--- config.mk ---
export PLATFORM = sky130hd
export DESIGN_NAME = wave_capture_ctrl
export DESIGN_NICKNAME = d
export VERILOG_FILES = /design/src/rtl/wave_capture_ctrl.sv
export SDC_FILE = /design/constraint.sdc
export NUM_CORES = 1
export LEC_CHECK = 0
export ABC_CLOCK_PERIOD_IN_PS = 3600
export CORE_ASPECT_RATIO = 0.8
export CORE_UTILIZATION = 52
export DETAILED_ROUTE_END_ITERATION = 12
export GPL_TIMING_DRIVEN = 0
export PLACE_DENSITY = 0.83
export SYNTH_ARGS = -nofsm -noshare
export SYNTH_HDL_FRONTEND = slang
export SYNTH_SLANG_ARGS = --single-unit
--- constraint.sdc ---
create_clock -name clk -period 3.6 [get_ports clk]
set_input_delay 0.72 -clock clk [delete_from_list [all_inputs] [get_ports clk]]
set_output_delay 0.72 -clock clk [all_outputs]
set_load 0.02 [all_outputs]
--- src/rtl/wave_capture_ctrl.sv ---
// Capture controller for the 512-entry wave display RAM: arms on a rising zero
// crossing, writes 256 decimated samples into the hidden half, then swaps at frame end.
module wave_capture_ctrl #(
  parameter int SAMPLE_W = 16,
  parameter int TIMEOUT  = 1024
) (
  input  logic                clk,
  input  logic                reset,
  input  logic                new_sample_ready,
  input  logic [SAMPLE_W-1:0] new_sample_in,
  input  logic [3:0]          decim,
  input  logic                frame_done,
  output logic                write_en,
  output logic [8:0]          write_address,
  output logic [7:0]          write_sample,
  output logic                read_index,
  output logic [1:0]          state
);

  localparam logic [1:0]  ST_ARMED  = 2'b00;
  localparam logic [1:0]  ST_ACTIVE = 2'b01;
  localparam logic [1:0]  ST_WAIT   = 2'b10;
  localparam logic [15:0] TCNT_LAST = 16'(TIMEOUT - 1);

  logic [1:0]  r_state;
  logic        r_read_index;
  logic        r_write_en;
  logic [8:0]  r_write_address;
  logic [7:0]  r_write_sample;
  logic [7:0]  r_count;
  logic [3:0]  r_dcnt;
  logic [3:0]  r_reload;
  logic [15:0] r_tcnt;
  logic        r_prev_neg;

  logic       w_msb;
  logic [7:0] w_conv;
  logic       w_trigger;
  logic       w_unused;

  // Offset-binary top byte: flipping the sign bit maps full-scale negative to 0x00.
  assign w_msb     = new_sample_in[SAMPLE_W-1];
  assign w_conv    = {~w_msb, new_sample_in[SAMPLE_W-2:SAMPLE_W-8]};
  assign w_trigger = (r_prev_neg && !w_msb) || (r_tcnt == TCNT_LAST);
  assign w_unused  = ^new_sample_in[SAMPLE_W-9:0];

  always_ff @(posedge clk) begin
    if (!reset) begin
      r_state         <= ST_ARMED;
      r_read_index    <= 1'b0;
      r_write_en      <= 1'b0;
      r_write_address <= 9'd0;
      r_write_sample  <= 8'd0;
      r_count         <= 8'd0;
      r_dcnt          <= 4'd0;
      r_reload        <= 4'd0;
      r_tcnt          <= 16'd0;
      r_prev_neg      <= 1'b0;
    end else begin
      r_write_en <= 1'b0;
      if (new_sample_ready) r_prev_neg <= w_msb;

      case (r_state)
        ST_ARMED: begin
          if (new_sample_ready) begin
            if (w_trigger) begin
              r_write_en      <= 1'b1;
              r_write_address <= {~r_read_index, 8'd0};
              r_write_sample  <= w_conv;
              r_count         <= 8'd1;
              r_dcnt          <= decim;
              r_reload        <= decim;
              r_tcnt          <= 16'd0;
              r_state         <= ST_ACTIVE;
            end else begin
              r_tcnt <= r_tcnt + 16'd1;
            end
          end
        end

        // Decimation uses the reload latched at trigger, so decim edits mid-capture are inert.
        ST_ACTIVE: begin
          if (new_sample_ready) begin
            if (r_dcnt == 4'd0) begin
              r_write_en      <= 1'b1;
              r_write_address <= {~r_read_index, r_count};
              r_write_sample  <= w_conv;
              r_count         <= r_count + 8'd1;
              r_dcnt          <= r_reload;
              if (r_count == 8'd255) r_state <= ST_WAIT;
            end else begin
              r_dcnt <= r_dcnt - 4'd1;
            end
          end
        end

        ST_WAIT: begin
          if (frame_done) begin
            r_read_index <= ~r_read_index;
            r_tcnt       <= 16'd0;
            r_state      <= ST_ARMED;
          end
        end

        default: r_state <= ST_ARMED;
      endcase
    end
  end

  assign write_en      = r_write_en;
  assign write_address = r_write_address;
  assign write_sample  = r_write_sample;
  assign read_index    = r_read_index;
  assign state         = r_state;

endmodule

==> results of run 1 <==
==> registers in the layout (all words and copies together) (netlist names) <==
signal / count
state: 2
r_tcnt: 16
r_dcnt: 4
r_prev_neg: 1
read_index: 1
write_address: 9
r_count: 8
write_sample: 8
write_en: 1
r_reload: 4
==> cells in the final DEF (no fill, tap or decap), drive strengths merged, types with 3 or more instances in the layout <==
master / count
nor3b: 4
and2: 6
or4: 4
nand2b: 7
xnor2: 5
a21oi: 7
inv: 8
ha: 3
nand4: 10
o21a: 3
nor2: 15
o221a: 6
clkdlybuf4s50: 36
buf: 5
dfxtp: 54
nand2: 52
mux2i: 18
clkbuf: 20
nor3: 13
o21ai: 18
nor2b: 5
nand3: 14
and3: 5
nor4: 6
o31ai: 3
a31oi: 6
==> per-stage QoR <==
stage | instances | setup slack, ns | total power, uW
finish | 428 | 1.14 | 1140
global placement | 420 | 0.872 | 745
CTS | 428 | 1.15 | 1150
detailed placement | 420 | 0.847 | 748
global route | 428 | 0.991 | 1190
floorplan | 322 | 1.59 | 702
==> kinds of logic after synthesis <==
group	after synthesis	share of synthesized area
AO/OA/AOI/OAI	61	0.161
XOR/XNOR	7	0.0224
adder cells (fa/ha/maj)	3	0.0137
buffers and inverters	27	0.0467
flip-flops	54	0.395
multiplexers	18	0.0659
AND/OR/NAND/NOR	152	0.295
==> cell type report <==
class	count	area, um2
Clock buffer	7	76.3
Timing Repair Buffer	36	360
Fill cell	439	1760
Clock inverter	1	30.0
Buffer	18	93.8
Sequential cell	54	1080
Multi-Input combinational cell	241	1530
Tap cell	62	77.6
Inverter	9	33.8
==> layer usage <==
metal	up-vias	share of wire
li1	1256	-
met1	1176	0.48
met2	86	0.44
met3	10	0.060
met4	0	0.012
met5	-	0
==> power groups by stage <==
stage / Clock (uW) / Combinational, uW / Sequential, uW
4_1_cts: 415 / 119 / 617
6_report: 406 / 119 / 617
3_3_place_gp: 0 / 115 / 630
3_5_place_dp: 0 / 117 / 631
5_1_grt: 437 / 132 / 619
2_1_floorplan: 0 / 67.9 / 634
==> path summary, 6_finish.rpt <==
path / startpoint / slack [ns] / depth (start not counted) / endpoint
worst min register to register: write_address[2]$_SDFFE_PN0P_ / 0.45 / 2 / write_address[2]$_SDFFE_PN0P_
worst max register to register: r_dcnt[0]$_SDFFE_PN0P_ / 1.32 / 8 / write_sample[6]$_SDFFE_PN0P_
worst min-delay path: write_address[2]$_SDFFE_PN0P_ / 0.45 / 2 / write_address[2]$_SDFFE_PN0P_
worst max-delay path: new_sample_ready / 1.14 / 7 / write_sample[6]$_SDFFE_PN0P_
==> worst reg2reg max path: cells and delay by family, from the launching register on <==
| family | cells | cell delay [ns] |
|---|---|---|
| DFF | 1 | 0.36 |
| buffers and inverters | 3 | 0.45 |
| muxes | 1 | 0.17 |
| adders and majority gates | 1 | 0.22 |
| AOI/OAI and AO/OA | 2 | 0.61 |
| and+or+nand+nor | 1 | 0.42 |
==> metrics.md, run 1 <==
| Metric | Value |
|---|---|
| Share of cells above drive strength 1 | 0.0464 |
| Final wirelength | 6590 um |
| DR vias/cell | 5.91 |
| Syn avg cell area | 8.49 um2 |
| Pre-antenna DRT Iters | 4 |
| Max H-tree Level | 2 |
| Cts repair resizes | 0 |
| Overall Global Routing Usage | 0.252 |
| Worst-skew pair later-pin latency | 0.31 ns |
| Clk sinks | 54 |
| Int Power | 868 uW |
| Grt met2 use | 0.405 |
| Ys Warns | 0 |
| Post-layout minimum cycle time | 2.46 ns |
| Clock power frac | 0.355 |
| CP Class | in -> reg |
| CTS Buffer Depth | 2 |
| Static Leak | 0.00110 uW |
| Total I/O pin count | 45 |
| Netlist cell types | 58 |
| Post-synth EDFFs | 0 |
| Initial antenna violation count | 0 |
| Final HPWL DP | 4680 um |
| Layout Nets | 392 |
| Final hold slack | 0.453 ns |
| Final Max Slew Viols | 0 |
| Final period utilization | 0.683 |
| Crit path launch type | primary input |
| Largest net degree at the start of global routing | 16 |
| Worst Clk Skew | 0.00565 ns |
| Seq pwr share | 0.540 |
| Data required, critical path | 3.85 ns |
| Routed len/inst | 15.4 um |
| Total nets after synthesis | 349 |
| Met3 Use GR | 0.0434 |
| Design Area, Final | 3280 um2 |
| Area contributors post-synth | dfxtp_1, nand2_1, mux2i_1 |
| Max-Cap Viols | 0 |
| Synthesized area | 2730 um2 |
| Most instantiated cells after synthesis | dfxtp_1, nand2_1, mux2i_1 |
| Part of the power in combinational logic | 0.105 |
| Top-count cell post-synth | dfxtp_1 |
| Asr flop ratio synth | 0 |
| Starting density of the core | 0.543 |
| Root Driver | clkbuf_8 |
| RD Place Congestion | 0.900 |
| Cells along the critical path | clkdlybuf4s50_1 -> nor2b_1 -> a21boi_1 -> o21a_1 -> buf_4 -> buf_6 -> mux2i_1 |
| RSZ-0062 raised after global routing | false |
| Area growth syn-to-layout | 19.9% |
| TritonCTS clock tree | built |
| Status | finished, final reports clean |
| Worst-margin pin slew | 0.730 ns |
| FF+latch count, synth | 54 |
| Port Buffer Count | 36 |
| CP peak stage delay | 0.55 ns |
| Sequential share of the synthesized area | 0.395 |
| DR iter-0 viols | 190 |
| Switching Share | 0.240 |
| Top_reg_cell synth | dfxtp_1 |
| Worst EP arrival | 2.71 ns |
| Die area | 5550 um2 |
| N_diodes | 0 |
| WP buf/inv | 3 |
| Cts-stage hold buffer count | 0 |
| TritonCTS buffer count | 5 |
| Slowest-stage cell, CP | clkdlybuf4s50_1 |
| Post-CTS Setup Bufs | 0 |
| GR peak layer | met2 |
| Hold Crit Class | reg -> reg |
| Met1 Resource Use GR | 0.345 |
| Crit. End Element | flop |
| Wire length of the first global-routing pass | 11100 um |
| Antenna Violating Nets Remaining | 0 |
| Rows | 23 |
| Mapped Cells | 322 |
| Vias in the first global route | 2369 |
| Vias | 2528 |
| Setup TNS | 0 ns |
| Top delay family on crit path | buffers and inverters |
| Placed instance area | 3170 um2 |
| Core area | 5040 um2 |
| DRC Markers | 0 |
| Die Y | 66.9 um |
| F_max | 407 MHz |
| Dominant cell type by area after synthesis | dfxtp_1 |
| Max-slew headroom | 0.509 |
| NetSw | 275 uW |
| Post-Route Utilization | 0.651 |
| Pwr/cell area | 349 nW/um2 |
| Post-synth top area share | 0.395 |
| Clock Pin Slew Worst Setup and Hold Paths | 0.10 ns |
| Endpoints failing setup | 0 |
| Maximum VDD drop | 0.316 mV |
| Hold Fails Final Rpt | 0 |
| Crit-path max FO | 10 |
| Die Width | 83.1 um |
| Total gr overflow | 0 |
Note: power is estimated with default switching activity, not from simulation.
==> run 2, diff against run 1 <==
--- a/config.mk
+++ b/config.mk
@@ -5,7 +5,7 @@
 export SDC_FILE = /design/constraint.sdc
 export NUM_CORES = 1
 export LEC_CHECK = 0
-export ABC_CLOCK_PERIOD_IN_PS = 3600
+export ABC_CLOCK_PERIOD_IN_PS = 2480
 export CORE_ASPECT_RATIO = 0.8
 export CORE_UTILIZATION = 52
 export DETAILED_ROUTE_END_ITERATION = 12
==> constraint.sdc (replaced) <==
create_clock -name clk -period 2.48 [get_ports clk]
set_input_delay 0.496 -clock clk [delete_from_list [all_inputs] [get_ports clk]]
set_output_delay 0.496 -clock clk [all_outputs]
set_load 0.02 [all_outputs]
==> run 2 against run 1 <==
Sequential power grew 45%; critical endpoint unchanged; wire length grew 0.33%; clock skew rose by 0.0010 ns; worst setup slack lost 0.94 ns.
==> metrics.md, run 2 (synthesis results as in run 1) <==
| Metric | Value |
|---|---|
| Clk sinks | 54 |
| Most frequent cells in the layout | dfxtp_1, nand2_1, clkdlybuf4s50_1 |
| Maximum VDD drop | 0.463 mV |
| Die area | 5550 um2 |
| CP Class | reg -> reg |
| Max-slew headroom | 0.495 |
| Vias in the first global route | 2369 |
| Fillers | 439 |
| Hold Crit Class | reg -> reg |
| Pwr/cell area | 506 nW/um2 |
| Crit-path max FO | 10 |
| Port Buffer Count | 36 |
| Share of cells above drive strength 1 | 0.0492 |
| Biggest register | r_tcnt |
| DR vias/cell | 5.88 |
| Vias | 2517 |
| DR iter-0 viols | 192 |
| DRC Markers | 0 |
| Static Leak | 0.00110 uW |
| Area growth syn-to-layout | 20.0% |
| Total I/O pin count | 45 |
| Final Max Slew Viols | 0 |
| Die Y | 66.9 um |
| Largest net degree at the start of global routing | 16 |
| CTS Buffer Depth | 2 |
| Clock power frac | 0.355 |
| Wire length of the first global-routing pass | 11100 um |
| Routed len/inst | 15.4 um |
| Worst reg2reg setup slack | 0.21 ns |
| Final wirelength | 6610 um |
| Crit. End Element | flop |
| Worst-skew pair later-pin latency | 0.31 ns |
| Crit path launch type | flop |
| Root Driver | clkbuf_8 |
| Worst-margin pin slew | 0.750 ns |
| Core area | 5040 um2 |
| Final period utilization | 0.917 |
| N_diodes | 0 |
| TritonCTS buffer count | 5 |
| Antenna Violating Nets Remaining | 0 |
| RD Place Congestion | 0.900 |
| Most common cell after layout, fill and taps aside | dfxtp_1 |
| Rows | 23 |
| Switching Share | 0.241 |
| Tot Pwr | 1660 uW |
| Part of the power in combinational logic | 0.105 |
| Worst Clk Skew | 0.00665 ns |
| Endpoints failing setup | 0 |
| Status | finished, final reports clean |
| Final HPWL DP | 4680 um |
| TritonCTS clock tree | built |
| Initial antenna violation count | 0 |
| Die Width | 83.1 um |
| Overall Global Routing Usage | 0.252 |
| Int Power | 1260 uW |
| Hold Fails Final Rpt | 0 |
| Max reg flops | 16 |
| Layout Nets | 392 |
| Pre-antenna DRT Iters | 4 |
| Post-Place Worst Slack | -0.0487 ns |
| Post-layout minimum cycle time | 2.27 ns |
| Max-Cap Viols | 0 |
| Total gr overflow | 0 |
| Seq pwr share | 0.540 |
| Worst EP arrival | 2.52 ns |
| Starting density of the core | 0.543 |
| Setup ws final | 0.206 ns |
| RSZ-0062 raised after global routing | false |
| Clock Pin Slew Worst Setup and Hold Paths | 0.09 ns |
| NetSw | 399 uW |
| Data required, critical path | 2.72 ns |
| F_max | 440 MHz |
| Max H-tree Level | 2 |
run 2: layout make-up:
| cell class | instances | area, um2 | share of cell area |
|---|---|---|---|
| multi-input combinational | 241 | 1530 | 0.466 |
| sequential | 54 | 1080 | 0.329 |
| timing repair buffer | 36 | 360 | 0.110 |
| buffer | 18 | 93.8 | 0.0286 |
| tap | 62 | 77.6 | 0.0236 |
| clock buffer | 7 | 76.3 | 0.0233 |
| inverter | 9 | 33.8 | 0.0103 |
| clock inverter | 1 | 30.0 | 0.00915 |
run 2: repair_timing:
item | CTS | global route
setup buffers | 0 | 0
endpoints found under the setup margin | 0 | 1
resized for setup | 0 | 1
hold buffers | 0 | 0
run 2: power groups by stage:
stage / clock network, uW / logic [uW] / registers [uW]
after detailed placement: 0 / 170 / 916
after CTS: 602 / 172 / 896
final: 589 / 174 / 896
after global placement: 0 / 167 / 915
after global routing: 634 / 193 / 899
after floorplan: 0 / 98.6 / 920
run 2: metal layers:
| metal | routed length (um) | track usage | share of wire | vias up |
|---|---|---|---|---|
| met1 | 3240 | 0.345 | 0.49 | 1189 |
| met4 | 51 | 0.0841 | 0.0077 | 0 |
| met3 | 356 | 0.0434 | 0.054 | 4 |
| met5 | 0 | 0 | 0 | - |
| li1 | - | - | - | 1253 |
| met2 | 2960 | 0.405 | 0.45 | 71 |
run 2: final timing paths:
kind	start	endpoint	depth (start not counted)
setup reg to reg	r_tcnt[0]$_SDFFE_PN0P_	write_sample[6]$_SDFFE_PN0P_	7
hold / removal	write_address[2]$_SDFFE_PN0P_	write_address[2]$_SDFFE_PN0P_	2
setup / recovery	r_tcnt[0]$_SDFFE_PN0P_	write_sample[6]$_SDFFE_PN0P_	7
hold reg to reg	write_address[2]$_SDFFE_PN0P_	write_address[2]$_SDFFE_PN0P_	2
run 2: per-stage QoR:
step / cell area (um2) / std cells / hold WS [ns] / TNS [ns] / utilization
after floorplan: 2730 / 322 / 0.435 / 0 / -
after global placement: 3170 / 420 / 0.435 / -0.0241 / 0.630
after detailed placement: 3170 / 420 / 0.443 / -0.0703 / 0.630
after CTS: 3280 / 428 / 0.456 / 0 / 0.651
after global routing: 3280 / 428 / 0.478 / 0 / 0.652
final: 3280 / 428 / 0.452 / 0 / 0.652
run 2: worst max-delay path, stage by stage, from the launching register on:
cell and delay (ns):
dfxtp_1 0.38, ha_1 0.20, or3b_2 0.50, nor4_4 0.41, o21a_1 0.17, buf_4 0.21, buf_6 0.17, mux2i_1 0.17
